File: src/rtl/fft8_seq_ctrl.sv
// fft8_seq_ctrl: top-level sequencer for the 8-point FFT.
// Loads N_POINTS ROM samples into packed butterfly inputs, then walks STAGES
// butterfly stages over a start/done handshake and pulses o_done at the end.
// Optional WAIT-state timeout: define FFT_SEQ_CTRL_TIMEOUT_EN.
module fft8_seq_ctrl #(
    parameter int unsigned N_POINTS    = 8,
    parameter int unsigned ADDR_W      = 3,
    parameter int unsigned STAGES      = 3,
    parameter int unsigned ROM_LAT     = 1,
    parameter int unsigned TIMEOUT_CYC = 255
) (
    input  logic                    i_clk,
    input  logic                    i_reset,
    input  logic                    i_start,
    output logic                    o_rom_en,
    output logic [ADDR_W-1:0]       o_rom_addr,
    input  logic [15:0]             i_rom_data,
    output logic [32*N_POINTS-1:0]  o_samples,
    output logic                    o_load_rdy,
    output logic                    o_stage_start,
    output logic [1:0]              o_stage_idx,
    input  logic                    i_stage_done,
    output logic                    o_busy,
    output logic                    o_done,
    output logic                    o_err
);

    typedef enum logic [1:0] {StIdle, StLoad, StWait} state_e;

    localparam logic [ADDR_W-1:0] LastAddr  = ADDR_W'(N_POINTS - 1);
    localparam logic [1:0]        LastStage = 2'(STAGES - 1);

    state_e                        r_state, w_state_d;
    logic                          r_rom_en, w_rom_en_d;
    logic [ADDR_W-1:0]             r_rom_addr, w_rom_addr_d;
    logic [32*N_POINTS-1:0]        r_samples, w_samples_d;
    logic                          r_load_rdy, w_load_rdy_d;
    logic                          r_stage_start, w_stage_start_d;
    logic [1:0]                    r_stage_idx, w_stage_idx_d;
    logic                          r_busy, w_busy_d;
    logic                          r_done, w_done_d;
    // Valid/address tags travelling alongside the ROM read latency.
    logic [ROM_LAT:0]              r_vld, w_vld_d;
    logic [ROM_LAT:0][ADDR_W-1:0]  r_tag, w_tag_d;
    logic                          w_issue;
    logic                          w_cap;
    logic                          w_unused;

`ifdef FFT_SEQ_CTRL_TIMEOUT_EN
    localparam int unsigned TmoW = $clog2(TIMEOUT_CYC + 1);
    logic [TmoW-1:0]               r_tmo_cnt, w_tmo_cnt_d;
    logic                          r_err, w_err_d;
    assign o_err = r_err;
`else
    assign o_err = 1'b0;
`endif

    // Upper ROM byte is discarded by the capture format.
    assign w_unused = ^{i_rom_data[15:8], (TIMEOUT_CYC != 0)};

    assign w_cap = (r_state == StLoad) && r_vld[ROM_LAT];

    // Next-state, address sequencing, sample capture and stage handshake.
    always_comb begin
        w_state_d       = r_state;
        w_rom_en_d      = r_rom_en;
        w_rom_addr_d    = r_rom_addr;
        w_samples_d     = r_samples;
        w_load_rdy_d    = 1'b0;
        w_stage_start_d = 1'b0;
        w_stage_idx_d   = r_stage_idx;
        w_busy_d        = r_busy;
        w_done_d        = 1'b0;
        w_issue         = 1'b0;
`ifdef FFT_SEQ_CTRL_TIMEOUT_EN
        w_tmo_cnt_d     = r_tmo_cnt;
        w_err_d         = r_err;
`endif
        unique case (r_state)
            StIdle: begin
                if (i_start) begin
                    w_state_d    = StLoad;
                    w_rom_en_d   = 1'b1;
                    w_rom_addr_d = '0;
                    w_busy_d     = 1'b1;
                    w_issue      = 1'b1;
                end
            end
            StLoad: begin
                if (r_rom_addr != LastAddr) begin
                    w_rom_addr_d = r_rom_addr + 1'b1;
                    w_issue      = 1'b1;
                end
                if (w_cap) begin
                    for (int k = 0; k < int'(N_POINTS); k++) begin
                        if (r_tag[ROM_LAT] == ADDR_W'(k)) begin
                            w_samples_d[32*k +: 32] = {16'b0, i_rom_data[7:0], 8'b0};
                        end
                    end
                    if (r_tag[ROM_LAT] == LastAddr) begin
                        w_rom_en_d      = 1'b0;
                        w_load_rdy_d    = 1'b1;
                        w_stage_start_d = 1'b1;
                        w_stage_idx_d   = 2'd0;
                        w_state_d       = StWait;
`ifdef FFT_SEQ_CTRL_TIMEOUT_EN
                        w_tmo_cnt_d     = '0;
`endif
                    end
                end
            end
            StWait: begin
                // A done coinciding with our own stage_start belongs to the previous stage.
                if (i_stage_done && !r_stage_start) begin
                    if (r_stage_idx == LastStage) begin
                        w_done_d  = 1'b1;
                        w_busy_d  = 1'b0;
                        w_state_d = StIdle;
                    end else begin
                        w_stage_idx_d   = r_stage_idx + 2'd1;
                        w_stage_start_d = 1'b1;
`ifdef FFT_SEQ_CTRL_TIMEOUT_EN
                        w_tmo_cnt_d     = '0;
`endif
                    end
                end
`ifdef FFT_SEQ_CTRL_TIMEOUT_EN
                else if (r_tmo_cnt == TmoW'(TIMEOUT_CYC - 1)) begin
                    w_err_d   = 1'b1;
                    w_busy_d  = 1'b0;
                    w_state_d = StIdle;
                end else begin
                    w_tmo_cnt_d = r_tmo_cnt + 1'b1;
                end
`endif
            end
            default: w_state_d = StIdle;
        endcase
    end

    // Read-tag pipeline: a tag pushed with an address reaches the top ROM_LAT edges later.
    always_comb begin
        w_vld_d    = '0;
        w_tag_d    = '0;
        w_vld_d[0] = w_issue;
        w_tag_d[0] = w_rom_addr_d;
        for (int i = 1; i <= int'(ROM_LAT); i++) begin
            w_vld_d[i] = r_vld[i-1];
            w_tag_d[i] = r_tag[i-1];
        end
    end

    // State and registered outputs; reset clears everything, dropping in-flight reads.
    always_ff @(posedge i_clk) begin
        if (i_reset) begin
            r_state       <= StIdle;
            r_rom_en      <= 1'b0;
            r_rom_addr    <= '0;
            r_samples     <= '0;
            r_load_rdy    <= 1'b0;
            r_stage_start <= 1'b0;
            r_stage_idx   <= 2'd0;
            r_busy        <= 1'b0;
            r_done        <= 1'b0;
            r_vld         <= '0;
            r_tag         <= '0;
`ifdef FFT_SEQ_CTRL_TIMEOUT_EN
            r_tmo_cnt     <= '0;
            r_err         <= 1'b0;
`endif
        end else begin
            r_state       <= w_state_d;
            r_rom_en      <= w_rom_en_d;
            r_rom_addr    <= w_rom_addr_d;
            r_samples     <= w_samples_d;
            r_load_rdy    <= w_load_rdy_d;
            r_stage_start <= w_stage_start_d;
            r_stage_idx   <= w_stage_idx_d;
            r_busy        <= w_busy_d;
            r_done        <= w_done_d;
            r_vld         <= w_vld_d;
            r_tag         <= w_tag_d;
`ifdef FFT_SEQ_CTRL_TIMEOUT_EN
            r_tmo_cnt     <= w_tmo_cnt_d;
            r_err         <= w_err_d;
`endif
        end
    end

    assign o_rom_en      = r_rom_en;
    assign o_rom_addr    = r_rom_addr;
    assign o_samples     = r_samples;
    assign o_load_rdy    = r_load_rdy;
    assign o_stage_start = r_stage_start;
    assign o_stage_idx   = r_stage_idx;
    assign o_busy        = r_busy;
    assign o_done        = r_done;

endmodule

File: config.mk
export PLATFORM = sky130hd
export DESIGN_NAME = fft8_seq_ctrl
export DESIGN_NICKNAME = d
export VERILOG_FILES = /design/src/rtl/fft8_seq_ctrl.sv
export SDC_FILE = /design/constraint.sdc
export NUM_CORES = 1
export LEC_CHECK = 0
export ABC_AREA = 0
export CORE_MARGIN = 5
export CORE_UTILIZATION = 30
export CTS_CLUSTER_DIAMETER = 50
export CTS_CLUSTER_SIZE = 8
export DETAILED_ROUTE_END_ITERATION = 6
export PLACE_DENSITY = 0.7
export SLEW_MARGIN = 20
export SYNTH_ARGS = -nofsm -noshare
export SYNTH_HDL_FRONTEND = slang
export SYNTH_SLANG_ARGS = --single-unit
File: constraint.sdc
create_clock -name i_clk -period 1.6 [get_ports i_clk]
set_clock_uncertainty 0.15 [all_clocks]
set_input_delay 0.16 -clock i_clk [delete_from_list [all_inputs] [get_ports i_clk]]
set_output_delay 0.16 -clock i_clk [all_outputs]
set_load 0.1 [all_outputs]
* Word level (Yosys, flattened, before mapping) *
Cells that the tools add are included.

word-level totals
  register bits = 81
  input bits = 20
  output and inout port bits = 267

cells by class
  add/sub/neg operators = 2
  equality and inequality tests = 18
  mux-type cells = 30
  bitwise operators = 3
  reduce and logical (&&, ||, !) cells = 23

operators by type and width
  operator                                                                  number
  3-bit AND reduction                                                       9
  2-bit 2-to-1 mux                                                          9
  3-bit equality test (second input constant)                               4
  1-bit 2-to-1 mux                                                          12
  2-bit inequality test (second input constant)                             5
  5-bit AND reduction                                                       2
  1-bit one-hot mux with 2 select lines                                     4
  4-bit AND reduction                                                       2
  3-bit by 2-bit equality test with 1-bit output (second input constant)    2
  3-bit 2-to-1 mux                                                          2
  2-bit one-hot mux with 3 select lines                                     1
  3-bit one-hot mux with 2 select lines                                     1
  2-bit nonzero test                                                        3
  2-bit equality test (second input constant)                               2
  2-bit by 1-bit inequality test with 1-bit output (second input constant)  2
  2-bit one-hot mux with 2 select lines                                     1
  3-bit by 1-bit adder with 3-bit output (second input constant)            1
  3-bit by 1-bit equality test with 1-bit output (second input constant)    1
  3-bit zero test                                                           1
  3-bit inequality test (second input constant)                             1
  1-bit NOT                                                                 3
  3-bit OR reduction                                                        1
  2-bit by 1-bit adder with 2-bit output (second input constant)            1
  2-bit by 1-bit equality test with 1-bit output (second input constant)    1
  4 further kinds                                                           5

* Depth between registers and ports, before layout *
  word-level depth = 4
  depth in mapped cells = 7
  gate-level depth less buffers = 6

* Worst setup path before layout *
No wires, ideal clock.

  path kind = register to register
  from = register r_stage_idx[0], in the netlist o_stage_idx[0]
  to = register r_stage_idx[1], in the netlist o_stage_idx[1]
  library setup time = 132 ps
  data arrival time = 2159 ps
  setup slack = -841 ps
  cell stages (with the launch flop) = 7
  path buffers = 0
  clock period less this slack = 2441 ps
  cell sequence = dfxtp_1 -> inv_1 -> ha_1 -> nand4bb_1 -> a221oi_1 -> nand2b_1 -> a21oi_1

between the ends
  cells in the longest elaborated chain, start to end = 4
  elaborated cells on any way between the ends = 7
  those cells by class = add/sub: 1; eq/ne: 2; mux: 3; reduce/logical: 1

RTL lines
  element                                 line  source
  start, declared                         39    logic [1:0] r_stage_idx, w_stage_idx_d;
  start signal, assigned                  178   r_stage_idx <= w_stage_idx_d;
  2-bit by 1-bit adder with 2-bit output  120   w_stage_idx_d = r_stage_idx + 2'd1;
  2-bit 2-to-1 mux                        115   if (r_stage_idx == LastStage) begin
  2-bit 2-to-1 mux                        114   if (i_stage_done && !r_stage_start) begin
  2-bit one-hot mux with 2 select lines   79    unique case (r_state)

Several ways; a longest one is shown, not always the timed one. The select of a mux whose other input is x is not followed.
A chain may end at the register's enable or synchronous reset.

* Final worst setup path *
  from = register r_state[0]
  to = register r_state[1]

between the ends
  cells in the longest elaborated chain, start to end = 4
  elaborated cells on any way between the ends = 11
  those cells by class = eq/ne: 7; mux: 1; reduce/logical: 3

RTL lines
  element                                         line    source
  start, declared                                 33      state_e r_state, w_state_d;
  start signal, assigned                          156     r_state <= StIdle;
  start signal, assigned                          172     r_state <= w_state_d;
  2-bit by 1-bit equality test with 1-bit output  61, 79
  1-bit logical AND                               61      assign w_cap = (r_state == StLoad) && r_vld[ROM_LAT];
  2-bit inequality test (no source line)          -
  5-bit AND reduction (no source line)            -

Several ways; a longest one is shown, not always the timed one.

==> results.toml <==
[outcome]
status = "finished with violations"
failed_checks = "setup timing"

[setup_path]
critPathMaxFanout = 3
crit_type = "reg2reg"
cp-start-kind = "flop"
cp.required_ns = 1.68
ff2ff_setup_slack_ns = -0.02
arrival_ns = 1.70
end_kind = "flop"

[synth]
synthCells = 503
avgSynthCellArea_um2 = 9.236
yosysWarnings = 0
ys_types = 38
ys_seq_elements = 81
ys_seq_area_frac = 0.3490
synth_area_um2 = 4646

[routing]
drc = 0
dr.pass1.iters = 4
drt_iter0_drc = 58
routed_via_density = 3.732
via_count = 2997
routed_wl_mm = 10.85
drtAntennaViolNets = 0
wl_per_cell_um = 13.51

[sta]
min_period_ns = 1.616
setup_ws_ns = -0.01558
slew_violations = 0
rsz0062_at_grt = "true"
fin_hold_ws_ns = 0.02635
max_freq_mhz = 619.0
final_hold_viol_count = 0
setup_viol_count_final = 3
period_share = 1.010

[floorplanning]
die_y_um = 134.4
fp.dieW_um = 134.4
num_rows = 45
num_io_pins = 287
die_area_um2 = 18070
start_util = 0.3056
core-area_um2 = 15200

[global_route]
gr-total-overflow = 0
grt_pass1_vias = 2659
antenna_found_initial = 0
grtUsageTotal = 0.1126
grt_start_max_net_pins = 37
grt_pass1_wl_mm = 15.31

[cells_and_area]
final_nets = 638
nFillCells = 1441
final_util = 0.4234
regArea_um2 = 1635
multi_input_area_um2 = 2247
antennaDiodeCount = 0
syn_to_final_growth_pct = 38.54
drive_gt1_frac = 0.2569
final_cells = 803

[clocking]
cts-root-buf = "clkbuf_16"
cts_tree = "done"
clock_sinks = 81
cts.htree.levels = 3
cts_made_buffers = 9
clock_path_buffers = 2
clkTransAtPathRegs_ns = 0.06
clk_latency_ns = 0.33

[placed_design]
gp_congestion = 0.7723
io_buffers = 85
dp_hpwl_mm = 8.223
dp_cells = 782

[power]
clkPwrFrac = 0.278
leakagePower_nw = 2.814
powerDensity_nw_per_um2 = 1186
p_seq_frac = 0.285
switching_share = 0.4800
p_sw_w = 0.003664
comb_power_share = 0.437
p_int_w = 0.003969
vdd_drop_max_v = 0.0005601

[min_path]
hp-class = "in2reg"

[job]
maxCapViolCount = 0
## Yosys cell counts
| cell | count | area, um2 |
|---|---|---|
| a211oi_1 | 2 | 15.01 |
| a21oi_1 | 6 | 30.03 |
| a221oi_1 | 1 | 8.760 |
| and2_1 | 1 | 6.260 |
| and2b_1 | 1 | 7.510 |
| and3_1 | 1 | 6.260 |
| buf_2 | 1 | 5.000 |
| buf_4 | 196 | 1471 |
| buf_6 | 2 | 22.52 |
| clkbuf_1 | 6 | 22.52 |
| clkbuf_2 | 1 | 5.000 |
| clkbuf_4 | 8 | 60.06 |
| conb_1 | 1 | 3.750 |
| dfxtp_1 | 81 | 1622 |
| dlygate4sd1_1 | 2 | 17.52 |
| ha_1 | 7 | 87.58 |
| inv_1 | 6 | 22.52 |
| mux2i_1 | 64 | 640.6 |
| nand2_1 | 6 | 22.52 |
| nand2b_1 | 7 | 43.79 |
| nand3_1 | 4 | 20.02 |
| nand3_2 | 1 | 10.01 |
| nand3b_1 | 4 | 30.03 |
| nand4_1 | 3 | 18.77 |
| nand4b_1 | 1 | 8.760 |
| nand4bb_1 | 1 | 11.26 |
| nor2_1 | 67 | 251.5 |
| nor2_2 | 2 | 12.51 |
| nor2_4 | 2 | 22.52 |
| nor2b_1 | 6 | 37.54 |
| nor3_1 | 1 | 5.000 |
| nor3_4 | 2 | 32.53 |
| nor3b_1 | 1 | 7.510 |
| o211ai_1 | 1 | 7.510 |
| o21ai_0 | 2 | 10.01 |
| o22a_1 | 1 | 8.760 |
| o31a_1 | 1 | 8.760 |
| o31ai_1 | 3 | 22.52 |
## layout by cell type (no fill, tap or decap), types with 2 or more instances in the layout
master / netlist / final
clkdlybuf4s50_1: 0 / 10
dfxtp_2: 0 / 5
o31ai_1: 3 / 3
buf_12: 0 / 84
a211oi_2: 0 / 2
ha_1: 7 / 4
dfxtp_1: 81 / 74
nand3b_1: 4 / 4
nor2_1: 67 / 66
clkbuf_16: 0 / 9
buf_4: 196 / 24
inv_4: 0 / 2
nor2b_1: 6 / 5
a21oi_1: 6 / 6
mux2i_1: 64 / 62
dfxtp_4: 0 / 2
nand2_1: 6 / 4
ha_4: 0 / 2
inv_6: 0 / 2
inv_1: 6 / 3
mux2i_2: 0 / 2
conb_1: 1 / 193
nand2b_1: 7 / 6
nand4_1: 3 / 3
nor3_4: 2 / 2
nor2_4: 2 / 4
nand3_1: 4 / 3
o21ai_0: 2 / 2
## flip-flops by register name, summed over array words and instances, names as in the netlist
register / count
r_tag: 6
o_rom_en: 1
o_samples: 64
o_done: 1
o_stage_start: 1
r_state: 2
o_stage_idx: 2
o_busy: 1
o_load_rdy: 1
r_vld: 2
## cell type report
cell class / instances / area share
well taps: 188 / 0.03655
clock inverters: 5 / 0.009914
repair buffers: 121 / 0.3089
inverters: 6 / 0.004277
flip-flops and latches: 81 / 0.2541
multi-input cells: 392 / 0.3491
clock buffers: 10 / 0.03713
## power groups by stage
stage	clock (W)	combinational, W	sequential (W)
2_1_floorplan	0	0.00290	0.00241
3_3_place_gp	0	0.00313	0.00221
3_5_place_dp	0	0.00315	0.00221
4_1_cts	0.00220	0.00322	0.00217
5_1_grt	0.00230	0.00344	0.00218
6_report	0.00212	0.00334	0.00217
## cell families (layout without fill, tap and decap cells)
kind of cell	after synthesis	count (layout)	synth area share
DFF	81	81	0.3490
and+or+nand+nor	111	111	0.1193
adders and majority gates	7	7	0.01885
buffers and inverters	222	142	0.3501
muxes	64	64	0.1379
other	1	193	0.0008072
AOI/OAI and AO/OA	17	17	0.02397
## path summary, 6_finish.rpt
check | depth (start not counted) | end | startpoint
worst min-delay path | 2 | r_state[0] | i_reset
worst max register to register | 7 | r_state[1] | r_state[0]
worst min register to register | 1 | r_vld[1] | r_vld[0]
worst max-delay path | 7 | r_state[1] | r_state[0]
## metal layers
metal	track usage	up-vias	part of all wire
met5	0	-	0
met4	0.04412	0	0.017
met3	0.04426	12	0.10
met2	0.1989	164	0.52
met1	0.1207	1376	0.36
li1	-	1445	-
## stage by stage
| stage | TNS [ns] | cell area [um2] | worst slack (ns) | power (W) |
|---|---|---|---|---|
| floorplan | -1.014 | 5441 | -0.1560 | 0.005310 |
| global placement | -1.060 | 5997 | -0.07627 | 0.005336 |
| detailed placement | -1.825 | 5997 | -0.1231 | 0.005355 |
| CTS | -0.04416 | 6364 | -0.03369 | 0.007595 |
| global route | -3.544 | 6436 | -0.09832 | 0.007930 |
| finish | -0.02279 | 6436 | -0.01558 | 0.007633 |
## critical path: stages, from the launching register on
cell      delay [ns]
dfxtp_4         0.37
inv_2           0.05
ha_1            0.21
nor2b_4         0.15
a211oi_2        0.26
buf_4           0.17
nand4_1         0.08
o31ai_1         0.08
## what timing repair did
action,4_1_cts,5_1_grt
buffers inserted,3,2
gates resized for setup,11,7
hold buffers,1,0
endpoints found under the hold margin,1,0
endpoints found under the setup margin,37,63
pin swaps,3,16
No activity file was read; power rests on OpenSTA's default activity.
